[config.mk]
export PLATFORM = sky130hd
export DESIGN_NAME = imm_extend_stage
export DESIGN_NICKNAME = d
export VERILOG_FILES = /design/src/rtl/imm_extend_stage.sv
export SDC_FILE = /design/constraint.sdc
export NUM_CORES = 1
export LEC_CHECK = 0
export BUFFER_PORTS_ARGS = -buffer_cell sky130_fd_sc_hd__buf_4
export CORE_AREA = 2 2 88 99
export DETAILED_ROUTE_END_ITERATION = 6
export DIE_AREA = 0 0 90 101
export GPL_TIMING_DRIVEN = 0
export PLACE_DENSITY = 0.89
export SETUP_SLACK_MARGIN = 0.02
export SYNTH_ARGS = -nofsm -noshare
export SYNTH_HDL_FRONTEND = slang
export SYNTH_SLANG_ARGS = --single-unit
[constraint.sdc]
create_clock -name clk -period 5.5 [get_ports clk]
set_input_delay 0.275 -clock clk [delete_from_list [all_inputs] [get_ports clk]]
set_output_delay 0.275 -clock clk [all_outputs]
set_load 0.03 [all_outputs]
[src/rtl/imm_extend_stage.sv]
// Immediate generator: extracts and extends I/S/B/U/J/Z immediates into a 2-entry output FIFO.
// Latency 1 cycle to head when empty; inReady depends only on registered occupancy, so outReady never reaches it.
module imm_extend_stage #(
  parameter int XLEN      = 32,
  parameter int ERR_CNT_W = 8
) (
  input  logic                 clk,
  input  logic                 reset,
  input  logic                 inValid,
  output logic                 inReady,
  input  logic [24:0]          imm,
  input  logic [2:0]           immSrc,
  input  logic                 unsignedExt,
  output logic                 outValid,
  input  logic                 outReady,
  output logic [XLEN-1:0]      extendedImm,
  output logic                 immError,
  output logic [ERR_CNT_W-1:0] errCount
);

  localparam logic [2:0] SRC_I = 3'b000;
  localparam logic [2:0] SRC_S = 3'b001;
  localparam logic [2:0] SRC_B = 3'b010;
  localparam logic [2:0] SRC_U = 3'b011;
  localparam logic [2:0] SRC_J = 3'b100;
  localparam logic [2:0] SRC_Z = 3'b101;

  logic [31:7]          instr;
  logic                 s;
  logic                 hi_fill;
  logic                 illegal;
  logic [31:0]          res32;
  logic [XLEN-1:0]      new_imm;

  logic [XLEN-1:0]      mem_q [2];
  logic [XLEN-1:0]      mem_d [2];
  logic                 err_q [2];
  logic                 err_d [2];
  logic                 wr_ptr_q, wr_ptr_d;
  logic                 rd_ptr_q, rd_ptr_d;
  logic [1:0]           count_q, count_d;
  logic [XLEN-1:0]      hold_q, hold_d;
  logic [ERR_CNT_W-1:0] err_cnt_q, err_cnt_d;

  logic                 accept;
  logic                 pop;

  always_comb begin
    instr   = imm;
    s       = instr[31] & ~unsignedExt;
    hi_fill = s;
    illegal = 1'b0;
    res32   = '0;
    case (immSrc)
      SRC_I: res32 = {{20{s}}, instr[31:20]};
      SRC_S: res32 = {{20{s}}, instr[31:25], instr[11:7]};
      SRC_B: res32 = {{19{s}}, instr[31], instr[7], instr[30:25], instr[11:8], 1'b0};
      SRC_U: res32 = {instr[31:12], 12'b0};
      SRC_J: res32 = {{11{s}}, instr[31], instr[19:12], instr[20], instr[30:21], 1'b0};
      SRC_Z: begin
        res32   = {27'b0, instr[19:15]};
        hi_fill = 1'b0;
      end
      default: begin
        illegal = 1'b1;
        hi_fill = 1'b0;
      end
    endcase
    // Upper half only exists for XLEN=64; every legal format except Z fills it with s.
    new_imm       = {XLEN{hi_fill}};
    new_imm[31:0] = res32;
  end

  assign inReady     = ~reset & (count_q != 2'd2);
  assign outValid    = (count_q != 2'd0);
  assign extendedImm = outValid ? mem_q[rd_ptr_q] : hold_q;
  assign immError    = outValid & err_q[rd_ptr_q];
  assign errCount    = err_cnt_q;

  assign accept = inValid & inReady;
  assign pop    = outValid & outReady;

  always_comb begin
    mem_d     = mem_q;
    err_d     = err_q;
    wr_ptr_d  = wr_ptr_q;
    rd_ptr_d  = rd_ptr_q;
    count_d   = count_q;
    hold_d    = hold_q;
    err_cnt_d = err_cnt_q;

    if (accept) begin
      mem_d[wr_ptr_q] = new_imm;
      err_d[wr_ptr_q] = illegal;
      wr_ptr_d        = ~wr_ptr_q;
      if (illegal && (err_cnt_q != {ERR_CNT_W{1'b1}}))
        err_cnt_d = err_cnt_q + ERR_CNT_W'(1);
    end

    // The popped value is kept so the output stays stable once the buffer drains.
    if (pop) begin
      rd_ptr_d = ~rd_ptr_q;
      hold_d   = mem_q[rd_ptr_q];
    end

    case ({accept, pop})
      2'b10:   count_d = count_q + 2'd1;
      2'b01:   count_d = count_q - 2'd1;
      default: count_d = count_q;
    endcase
  end

  always_ff @(posedge clk) begin
    if (reset) begin
      mem_q[0]  <= '0;
      mem_q[1]  <= '0;
      err_q[0]  <= 1'b0;
      err_q[1]  <= 1'b0;
      wr_ptr_q  <= 1'b0;
      rd_ptr_q  <= 1'b0;
      count_q   <= 2'd0;
      hold_q    <= '0;
      err_cnt_q <= '0;
    end else begin
      mem_q     <= mem_d;
      err_q     <= err_d;
      wr_ptr_q  <= wr_ptr_d;
      rd_ptr_q  <= rd_ptr_d;
      count_q   <= count_d;
      hold_q    <= hold_d;
      err_cnt_q <= err_cnt_d;
    end
  end

endmodule

==> metrics <==
Pwr Density=between 500 and 600 nW/um^2; worst reg-to-reg setup slack=between 3 and 4 ns; Buffers on Ports=between 70 and 80; switching part of the total power=0.4448; worst slew pin tran=0.8660 ns; Synth Area in XOR/XNOR=0.007273; first-pass GRT wire length=20.70 mm; fill cell count=658; clock power share=0.168; clk_lat worst skew=between 0.3 and 0.4 ns; number of clock sinks=110; io pins=76; CP startpoint kind=flip-flop; Setup Viol. Count Final=0; Worst slew margin=0.4192; Die Ht=roughly 100 microns; syn avg cell area=around 8.5 sq um; GRT Util Overall=0.2824; # H-tree levels=3; largest net degree at the start of global routing=21; vias in the first global route=4231; # DRC=0; core area=around 8100 sq um; grt peak-use layer=met2; root buffer cell=clkbuf_8; post-route design area=5699 sq um; Leak Pwr=2.056 nW; Hold Slack=between 0.1 and 0.15 ns; Critical Path Max Stage Delay=~0.44 ns; number of hold buffers added after cts=0; Mapped Area=approximately 4800 sq um; CTS Buf Count=9; Max-Cap Viols=0; Die Area=roughly 9000 sq um; R2R cell count=8; met1 Usage GRT=0.3649; worst-path maximum fanout=10; switching pwr=1.285 mW; #FFs+latches synth=between 100 and 150; grt ovf=0; Detail Placement HPWL=9.555 mm; mux share of post-synthesis cell area=0.07714; min Tclk post-route=between 2 and 2.5 ns; initial drt markers=approximately 410; Post-Synth Adder-Cell Area=0.007273; average routed wire per standard cell=roughly 17 microns; Final GP Congestion=between 0.9 and 1; RSZ-0062 raised after global routing=no; Comb power frac=0.493; Worst setup EP type=output pin; area occupied by registers=roughly 2200 sq um; Max VDD drop=about 180 uV; Starting Density=0.5914; critical path class=flip-flop to output pin; Reg power frac=0.339; Slowest-stage cell, CP=mux2i_1; # Post-CTS Setup Buffers=0; dpl cell area=approximately 5500 sq um; multi-input logic area=roughly 2400 sq um; Via density=6.003; clock tree buffer depth=2; Syn Inst Count=approximately 570; simple-gate share of the synthesized area=0.1701; area added between synthesis and finish=18.31%; Final nets=just under 700; # resized after CTS=0; GRT met2 Usage=0.4760; initial antenna violation count=0; layout cells sized above 1=0.1613; Top FF cell, synth=dfxtp_1; final wirelength=roughly 13 mm; die width=90 microns; Via Count=4610; largest family of logic cells by synthesized area=compound AO/OA/AOI/OAI gates; status=complete, no violations; Worst EP required=about 5.2 ns; Post-synth EDFFs=0; Final Cycle Share=0.4533; min-delay worst type=input port to flip-flop; Synth Area in Compound Gates=0.2327; register area share after synthesis=0.4571; row cnt=35; max-slew violation count=0; Hold Fails Final Rpt=0; post-synth cell types=44; Post-Syn Nets=603; P_int=1.604 mW; asr flop ratio synth=0; Setup TNS Final=0 ns; Clock Skews=0.01642 ns; Clk pin slew, worst setup/hold paths=between 0.1 and 0.15 ns; Final ANT Viol Nets=0; antenna fix cells=0; met3 Use GR=0.04413; crit-path cells=clkbuf_1 -> buf_2 -> mux2i_1 -> a21oi_1 -> buf_4; Min-Delay Path Depth=2; fmax=between 0.4 and 0.5 GHz; CTS tree=yes; crit path DAT=around 2.2 ns; 1st-pass router iterations=5; Yosys warnings=0
==> worst max-delay path: cells and delay by family, from the launching register on <==
family | cells | cell delay (ns)
flip-flops | 1 | 0.33
multiplexers | 1 | 0.44
buffers and inverters | 3 | 0.94
AO/OA/AOI/OAI | 1 | 0.14
==> cells in the mapped netlist (all sizes together) (3+ instances only) <==
cell type	number	area, sq um
dfxtp	110	2202
nor2	104	390.4
a21oi	66	330.3
a211oi	58	435.4
nand3	39	195.2
mux2i	36	360.4
o21ai	33	165.2
clkbuf	31	116.4
buf	20	101.3
nand2b	9	56.30
a22o	6	52.55
a22oi	6	45.04
nand2	6	22.52
inv	4	15.01
or3	4	30.03
nor3	3	20.02
o311ai	3	26.28
o41ai	3	26.28
xnor2	3	26.28
==> logic make-up (layout without fill, tap and decap cells) <==
group,after synthesis,after routing
fa+ha+maj,3,3
mux,37,37
flops,110,110
simple gates,179,179
xor+xnor,4,4
buf+inv,55,144
compound gates,180,180
==> cell usage in the layout (no fill, tap or decap), types with 10 or more instances in the layout <==
cell	instances
dfxtp_1	110
nor2_1	104
buf_4	73
a21oi_1	66
a211oi_1	58
nand3_1	39
mux2i_1	36
o21ai_0	33
clkbuf_1	31
clkbuf_8	10
==> flip-flops by register name, summed over array words and instances, names as in the netlist <==
register and flops:
count_q 2, errCount 8, err_q 2, hold_q 32, mem_q 64, rd_ptr_q 1
wr_ptr_q 1
==> final timing paths <==
| path | start | endpoint |
|---|---|---|
| max | rd_ptr_q | extendedImm[11] |
| min | imm[21] | mem_q[8] |
| max reg2reg | count_q[0] | count_q[1] |
| min reg2reg | mem_q[21] | mem_q[21] |
==> cell type report <==
cell class / instances / share of cell area
buffer: 51 / 0.03820
clock buffer: 10 / 0.02415
clock inverter: 6 / 0.01010
inverter: 4 / 0.002634
multi-input combinational: 403 / 0.4180
sequential: 110 / 0.3864
tap: 111 / 0.02437
timing repair buffer: 73 / 0.09616
==> power groups by stage <==
stage / Combinational, mW / Clock [mW] / Sequential (mW)
after floorplan: 0.961 / 0 / 0.978
after detailed placement: 1.41 / 0 / 0.994
after global routing: 1.52 / 0.517 / 0.988
after CTS: 1.42 / 0.488 / 0.977
after global placement: 1.38 / 0 / 0.986
final: 1.42 / 0.487 / 0.979
==> per-layer routing <==
layer  wire length (microns)  vias up
met5                       0        -
met4                     336        0
met3                     796       38
met2                    6468      194
met1                    5550     2168
li1                        -     2210
==> per-stage QoR <==
step | power, mW | worst slack (ns) | cells | util
6_report | 2.890 | 3.007 | 768 | 0.6997
3_5_place_dp | 2.405 | 3.184 | 752 | 0.6757
4_1_cts | 2.882 | 3.058 | 768 | 0.6997
3_3_place_gp | 2.371 | 3.293 | 752 | 0.6757
2_1_floorplan | 1.939 | 3.530 | 568 | -
5_1_grt | 3.029 | 2.904 | 768 | 0.6997
Note: power is estimated with default switching activity, not from simulation.
